--- src/rtl/cpu_tb_pkg.sv ---
// Shared types for the instruction-side test infrastructure around the CPU.
package cpu_tb_pkg;
    typedef logic [31:0] inst_t;
    typedef enum logic [1:0] {IDLE, RUN, DRAIN, DONE} streamer_state_e;
    localparam inst_t INST_ZERO = 32'h0;
endpackage

--- src/rtl/inst_buf.sv ---
// DEPTH x 32 instruction store: one write port, one synchronous read port with a clear.
module inst_buf
    import cpu_tb_pkg::*;
#(
    parameter int DEPTH  = 64,
    parameter int ADDR_W = $clog2(DEPTH)
) (
    input  logic              clk,
    input  logic              wr_en,
    input  logic [ADDR_W-1:0] wr_addr,
    input  inst_t             wr_data,
    input  logic              rd_en,
    input  logic              rd_clr,
    input  logic [ADDR_W-1:0] rd_addr,
    output inst_t             rd_data
);
    inst_t mem [DEPTH];

    always_ff @(posedge clk) begin
        if (wr_en) mem[wr_addr] <= wr_data;
    end

    // The read register doubles as the streamer's instruction output, so clear wins over read.
    always_ff @(posedge clk) begin
        if (rd_clr)     rd_data <= INST_ZERO;
        else if (rd_en) rd_data <= mem[rd_addr];
    end
endmodule

--- src/rtl/inst_streamer.sv ---
// Loads a program into a buffer, then streams it to the CPU honouring stalls, followed by a zero drain.
module inst_streamer
    import cpu_tb_pkg::*;
#(
    parameter int DEPTH        = 64,
    parameter int ADDR_W       = $clog2(DEPTH),
    parameter int DRAIN_CYCLES = 10
) (
    input  logic            i_clk,
    input  logic            i_rst,
    input  logic            i_load_valid,
    input  inst_t           i_load_inst,
    output logic            o_load_ready,
    input  logic            i_go,
    input  logic            i_stall,
    output logic            o_start,
    output inst_t           o_inst,
    output logic            o_busy,
    output logic            o_done,
    output logic [ADDR_W:0] o_count
);
    localparam int DW = $clog2(DRAIN_CYCLES + 1);
    localparam logic [ADDR_W:0] FULL       = (ADDR_W + 1)'(DEPTH);
    localparam logic [DW-1:0]   DRAIN_LAST = DW'(DRAIN_CYCLES);

    streamer_state_e  state;
    logic [ADDR_W:0]  rd_ptr;
    logic [ADDR_W:0]  count_inc;
    logic [DW-1:0]    drain_cnt;
    logic             idle_or_done;
    logic             go_accept;
    logic             run_end;
    logic             wr_en;
    logic             rd_en;
    logic             rd_clr;
    logic [ADDR_W-1:0] wr_addr;

    always_comb begin
        idle_or_done = (state == IDLE) || (state == DONE);
        count_inc    = o_count + 1'b1;
        go_accept    = idle_or_done && !i_load_valid && i_go;
        run_end      = (state == RUN) && !i_stall && (rd_ptr == o_count);
        wr_en        = !i_rst && idle_or_done && i_load_valid && o_load_ready;
        // A load in DONE starts a fresh program at address 0.
        wr_addr      = (state == DONE) ? '0 : o_count[ADDR_W-1:0];
        rd_en        = (state == RUN) && !i_stall && (rd_ptr != o_count);
        rd_clr       = i_rst || run_end || go_accept;
    end

    inst_buf #(.DEPTH(DEPTH), .ADDR_W(ADDR_W)) u_buf (
        .clk     (i_clk),
        .wr_en   (wr_en),
        .wr_addr (wr_addr),
        .wr_data (i_load_inst),
        .rd_en   (rd_en),
        .rd_clr  (rd_clr),
        .rd_addr (rd_ptr[ADDR_W-1:0]),
        .rd_data (o_inst)
    );

    always_ff @(posedge i_clk) begin
        if (i_rst) begin
            state        <= IDLE;
            o_start      <= 1'b0;
            o_busy       <= 1'b0;
            o_done       <= 1'b0;
            o_count      <= '0;
            o_load_ready <= 1'b1;
            rd_ptr       <= '0;
            drain_cnt    <= '0;
        end else begin
            case (state)
                IDLE, DONE: begin
                    if (i_load_valid) begin
                        if (o_load_ready) begin
                            if (state == DONE) begin
                                o_count      <= (ADDR_W + 1)'(1);
                                o_done       <= 1'b0;
                                o_load_ready <= 1'b1;
                                state        <= IDLE;
                            end else begin
                                o_count      <= count_inc;
                                o_load_ready <= (count_inc != FULL);
                            end
                        end
                    end else if (i_go) begin
                        o_start      <= 1'b1;
                        o_busy       <= 1'b1;
                        o_done       <= 1'b0;
                        o_load_ready <= 1'b0;
                        rd_ptr       <= '0;
                        if (o_count != '0) begin
                            state <= RUN;
                        end else begin
                            state     <= DRAIN;
                            drain_cnt <= DW'(1);
                        end
                    end
                end
                RUN: begin
                    if (!i_stall) begin
                        if (rd_ptr == o_count) begin
                            state     <= DRAIN;
                            drain_cnt <= DW'(1);
                        end else begin
                            rd_ptr <= rd_ptr + 1'b1;
                        end
                    end
                end
                DRAIN: begin
                    if (!i_stall) begin
                        if (drain_cnt == DRAIN_LAST) begin
                            state        <= DONE;
                            o_start      <= 1'b0;
                            o_busy       <= 1'b0;
                            o_done       <= 1'b1;
                            o_load_ready <= (o_count != FULL);
                        end else begin
                            drain_cnt <= drain_cnt + 1'b1;
                        end
                    end
                end
                default: state <= IDLE;
            endcase
        end
    end
endmodule

--- config.mk ---
export PLATFORM = sky130hd
export DESIGN_NAME = inst_streamer
export DESIGN_NICKNAME = d
export VERILOG_FILES = /design/src/rtl/cpu_tb_pkg.sv /design/src/rtl/inst_buf.sv /design/src/rtl/inst_streamer.sv
export SDC_FILE = /design/constraint.sdc
export NUM_CORES = 2
export LEC_CHECK = 0
export CORE_UTILIZATION = 43
export CTS_BUF_LIST = sky130_fd_sc_hd__clkbuf_8
export DETAILED_ROUTE_END_ITERATION = 16
export GPL_ROUTABILITY_DRIVEN = 0
export SLEW_MARGIN = 25
export SYNTH_ARGS = -nofsm -noshare
export SYNTH_HDL_FRONTEND = slang
export SYNTH_SLANG_ARGS = --single-unit
export TNS_END_PERCENT = 30
--- constraint.sdc ---
create_clock -name i_clk -period 7.95 [get_ports i_clk]
set_input_delay 1.1925 -clock i_clk [delete_from_list [all_inputs] [get_ports i_clk]]
set_output_delay 1.1925 -clock i_clk [all_outputs]
set_load 0.02 [all_outputs]
======== Yosys cells after proc, flatten, opt, wreduce, memory -nomap -nowiden ========
Memory sizes are Yosys's and may differ from the RTL's. A register that Yosys moved wholly into a read port is not among the register bits.
Cells that the tools add are included.
operators by class
  eq/ne operators ......................... 20
  reduce and logical (&&, ||, !) cells .... 26
  mux-type cells .......................... 45
  $add $sub $neg .......................... 3
operators with widths
  kind                                           count
  two-way mux 7 bit                              5
  two-way mux 4 bit                              7
  two-way mux 2 bit                              9
  inequality test 2 bit (second input constant)  9
  two-way mux 1 bit                              17
  adder 7 x 1 -> 7 bit (second input constant)   2
  inequality test 7 bit (second input constant)  2
  one-hot mux 7 bit (2 select lines)             1
  AND reduction 7 bit                            2
  one-hot mux 4 bit (3 select lines)             1
  AND reduction 5 bit                            2
  inequality test 3 bit (second input constant)  3
  logical AND 1 bit                              8
  equality test 7 bit                            1
  inequality test 7 bit                          1
  nonzero test 7 bit                             1
  two-way mux 6 bit                              1
  one-hot mux 1 bit (2 select lines)             3
  one-hot mux 2 bit (3 select lines)             1
  AND reduction 6 bit                            1
  adder 4 x 1 -> 4 bit (second input constant)   1
  equality test 2 bit (second input constant)    2
  equality test 4 bit (second input constant)    1
  AND reduction 4 bit                            1
  other kinds (7)                                12
word-level totals
  memories ................................ 1
  flip-flop bits (word level) ............. 23
  logic and storage cells ................. 102
  RAM bits ................................ 2048
  bits of input ports ..................... 37
  output and inout port bits .............. 43
memories
  name       depth  width  rd ports  clocked after Yosys merged registers in  write ports  line            source
  u_buf.mem  64     32     1         1                                        1            inst_buf.sv:17  inst_t mem [DEPTH];

======== Logic depth before layout (Yosys ltp) ========
  depth in word-level cells ............... 7
  gate-level depth with buffers ........... 10
  gate-level depth less buffers ........... 8

======== Cells and area by module ========
A second synthesis with hierarchy kept.
unflattened totals
  cell total of the unflattened synthesis .. 3917
  area, all modules ....................... 81205.4 um^2
modules (own cells, without submodules)
  module         sequential area each (um^2)  instances  cells each  area each (um^2)
  inst_buf       62139.6                      1          3709        79588.8
  inst_streamer  460.4                        1          208         1616.6

======== Worst setup path before layout ========
Ideal clock, no wire load.
  path type ............................... input -> register
  start point ............................. input i_load_valid
  end point ............................... memory u_buf.mem[35][0] (netlist name), enable pin
  arrival ................................. 3.314 ns
  data required time ...................... 7.529 ns
  stages on the path ...................... 5
  buffers on the path ..................... 0
  path slack .............................. 4.215 ns
  setup time .............................. 0.421 ns
  cells stage by stage .................... nand3_1 -> nor2_1 -> and2_1 -> nand2_1 -> nor2_1
on the way
  cells in the longest elaborated chain, start to end .. 4
ends and longest elaborated chain
  element                                  line                 source
  start, declared                          inst_streamer.sv:11  input logic i_load_valid,
  logical AND 1 bit (2 in series)          inst_streamer.sv:43  wr_en = !i_rst && idle_or_done && i_load_valid && o_load_ready;
  two-way mux 1 bit                        inst_buf.sv:20       if (wr_en) mem[wr_addr] <= wr_data;
  two-way mux 1 bit (implied by the code)  inst_buf.sv:20
  end, declared                            inst_buf.sv:17
No other way between the ends.

======== Worst setup path in the final report ========
  start point ............................. register state[0]
  end point ............................... memory u_buf.mem[9][10] (netlist name), enable pin
on the way
  cells in the longest elaborated chain, start to end .. 7
  elaborated cells between the ends (all ways) .. 9
  those cells by class .................... eq/ne (1); mux (3); reduce/logical (5)
ends and longest elaborated chain
  element                                                        line                                      source
  start, declared                                                inst_streamer.sv:26                       streamer_state_e state;
  start signal, assigned                                         inst_streamer.sv:63                       state <= IDLE;
  start signal, assigned                                         inst_streamer.sv:80                       state <= IDLE;
  start signal, assigned                                         inst_streamer.sv:93                       state <= RUN;
  equality test 2 bit / zero test 2 bit (equally long branches)  inst_streamer.sv:39, inst_streamer.sv:45
  logical OR 1 bit                                               inst_streamer.sv:39                       idle_or_done = (state == IDLE) || (state == DONE);
  logical AND 1 bit (3 in series)                                inst_streamer.sv:43
  two-way mux 1 bit                                              inst_buf.sv:20
  two-way mux 1 bit (implied by the code)                        inst_buf.sv:20
Parallel ways exist; a longest one is shown, timed or not.

==> impl_metrics.tcl <==
set metrics [dict create \
    status "finished with violations" \
    failed_checks "design-rule violations" \
    place_ws_ns 2.614 \
    vdd_drop_max_uv 257.4 \
    drv_cap 0 \
    syn_area_per_cell_um2 20.50 \
    start_kind "register" \
    cts_root_buf "clkbuf_8" \
    rows 159 \
    tritoncts "done" \
    rr_endpoint "u_buf.mem[9][10]$_DFFE_PP_" \
    grt_usage_pct 21.85 \
    post_cts_resized 0 \
    finalSetupTns_ns 0 \
    p_per_area_nw_per_um2 276.8 \
    synth_warnings 0 \
    mostFrequentLayoutCell "edfxtp_1" \
    synth-main-ff-cell "edfxtp_1" \
    finalSetupViolations 0 \
    viasPerCell 5.728 \
    seq_area_um2 62620 \
    cp_max_fo 17 \
    die_height_um 437.6 \
    syn-instance-count 3981 \
    crit_path_end_kind "register" \
    hold_viol 0 \
    grt_pass1_vias 40346 \
    met1_usage_pct 29.02 \
    crit_type "reg -> reg" \
    finalCriticalPeriod_ns 4.448 \
    hold_class "reg -> reg" \
    worst_ep_arrival_time_ns 5.12 \
    ff2ff_setup_slack_ns 3.50 \
    wl_per_cell_um 29.88 \
    maxSlewViolCount 0 \
    antenna_found_initial 8 \
    fp.coreArea_um2 188200 \
    leakage_nw 28.11 \
    holdPathEnd "state[0]$_SDFFE_PP0P_" \
    routed-via-count 40390 \
    synth_cell_types 58 \
    nFillCells 15345 \
    min_path_cells 2 \
    setup_slack_ns 3.502 \
    cts_buffers 352 \
    grtUsageMet2_pct 35.44 \
    clkLatencyLatePin_ns 1.04 \
    htreeDepth 5 \
    ys_seq_area_share_pct 76.71 \
    rsz0062_at_grt "false" \
    drt_iter0_drc 4218 \
    reg2reg_from "state[0]$_SDFFE_PP0P_" \
    cts_max_path_buffers 4 \
    drive_gt1_share_pct 23.12 \
    maxSlewHeadroom_pct 21.17 \
    postCtsSetupBuffers 0 \
    syn_area_um2 81610 \
    synth_seq_cells 2103 \
    cts_sinks 2103 \
    multi_input_area_um2 18110 \
    use_met3_pct 4.157 \
    drcViolationCount 4 \
    wl_mm 210.7 \
    async_reset_ff_share_pct 0 \
    fin_util_pct 49.19 \
    grt_pass1_wl_mm 297.8 \
    hp-start "state[0]$_SDFFE_PP0P_" \
    ctsHoldBuffers 0 \
    fmax_ghz 0.2248 \
    mostFrequentLayoutCells "edfxtp_1, mux2i_1, mux4_2" \
    grt_max_degree 120 \
    port_buffers 79 \
    rr_worst_depth 7 \
    drt-pass1-iter-count 14 \
    synth_edf_count 2048 \
    skew_ns 0.07099 \
    final_net_count 4353 \
    busiest_layer "met2" \
    finalCritPeriodShare_pct 55.95 \
    worst_ep_required_time_ns 8.62 \
    grt_overflow 0 \
    dp.final_hpwl_mm 122.9 \
    die-width_um 437.6 \
    path_clk_slew_ns 0.06 \
    start_util_pct 43.36 \
    ant_nets 0 \
    worstMarginPinSlew_ns 1.173 \
    die-area_um2 191500 \
    io-pin-count 80 \
    area_delta_synth_final_pct 13.43 \
    synth.net_count 4027 \
]
-- sequential cells by signal (all words and copies together), names as in the netlist --
register       count
state              2
u_buf.rd_data     32
u_buf.mem       2048
o_load_ready       1
o_busy             1
rd_ptr             7
o_done             1
drain_cnt          4
o_count            7
-- cells by family after synthesis --
group           share of synthesized area (%)
compound gates                          3.276
xor+xnor                               0.1779
fa+ha+maj                              0.1380
buf+inv                                 1.772
flops                                   76.71
mux                                     15.49
simple gates                            2.441
-- synth_stat cells (8+ instances only) --
cell	instances	area, µm²
mux4_2	378	8513
nand2_1	93	349.1
a21oi_1	81	405.4
buf_4	48	360.4
dfxtp_1	55	1101
o21ai_0	75	375.4
mux2i_1	412	4124
a211oi_1	12	90.09
nor2_1	122	457.9
o22ai_1	43	269.0
a22oi_1	100	750.7
buf_2	61	305.3
a221oi_2	22	330.3
nand3b_1	25	187.7
xnor2_1	8	70.07
buf_1	11	41.29
ha_1	9	112.6
nor2b_1	18	112.6
nand3_1	93	465.5
edfxtp_1	2048	61500
clkbuf_1	72	270.3
o21ai_1	52	260.3
buf_6	39	439.2
inv_1	8	30.03
nor3_1	40	200.2
-- where the power goes --
group	internal (mW)	switching (mW)	leakage, nW	total, mW
clock network	4.36	4.17	3.52	8.53
logic	1.98	2.71	5.73	4.69
registers	12.3	0.144	18.9	12.4
-- per-layer routing --
layer  share of wire (%)  vias up
li1                    -    17142
met1                  40    21350
met2                  49     1554
met3                 6.6      344
met4                 4.1        0
met5                   0        -
-- worst max-delay path by stage --
| stage | from | endpoint | slack, ns | cells past startpoint |
|---|---|---|---|---|
| 3_5_place_dp | i_load_valid | u_buf.mem[6][2]$_DFFE_PP_ | 2.61 | 5 |
| 3_3_place_gp | i_load_valid | u_buf.mem[10][23]$_DFFE_PP_ | 2.39 | 5 |
| 2_1_floorplan | i_load_valid | u_buf.mem[35][0]$_DFFE_PP_ | 4.21 | 5 |
| 6_report | state[0]$_SDFFE_PP0P_ | u_buf.mem[9][10]$_DFFE_PP_ | 3.50 | 7 |
| 5_1_grt | state[0]$_SDFFE_PP0P_ | u_buf.mem[12][17]$_DFFE_PP_ | 3.26 | 7 |
| 4_1_cts | state[0]$_SDFFE_PP0P_ | u_buf.mem[9][10]$_DFFE_PP_ | 3.45 | 7 |
-- final cells by class --
class	instances	area share, %
clock buffer	366	5.442
multi-input combinational	1639	19.57
inverter	8	0.03244
antenna	2	0.005407
timing repair buffer	203	2.795
tap	2495	3.372
sequential	2103	67.64
clock inverter	235	1.141
-- stage by stage --
stage                     cells  instance area, µm²  hold slack (ns)  power [mW]
after floorplan            3981               81610           0.4705       15.96
after global placement     6398               85180           0.4937       17.34
after detailed placement   6429               86010           0.5088       17.38
after CTS                  7030               92100           0.5177       25.87
after global routing       7050               92570           0.5459       26.54
final                      7051               92570           0.5160       25.63
-- worst max-delay path, stage by stage, from the launching register on --
cell     delay (ns)
dfxtp_1        0.36
inv_1          0.07
ha_1           0.47
nand3_1        0.41
nor2_1         0.74
nand3_1        0.83
nor2_4         0.82
buf_4          0.40
(Power assumes the default switching activity.)
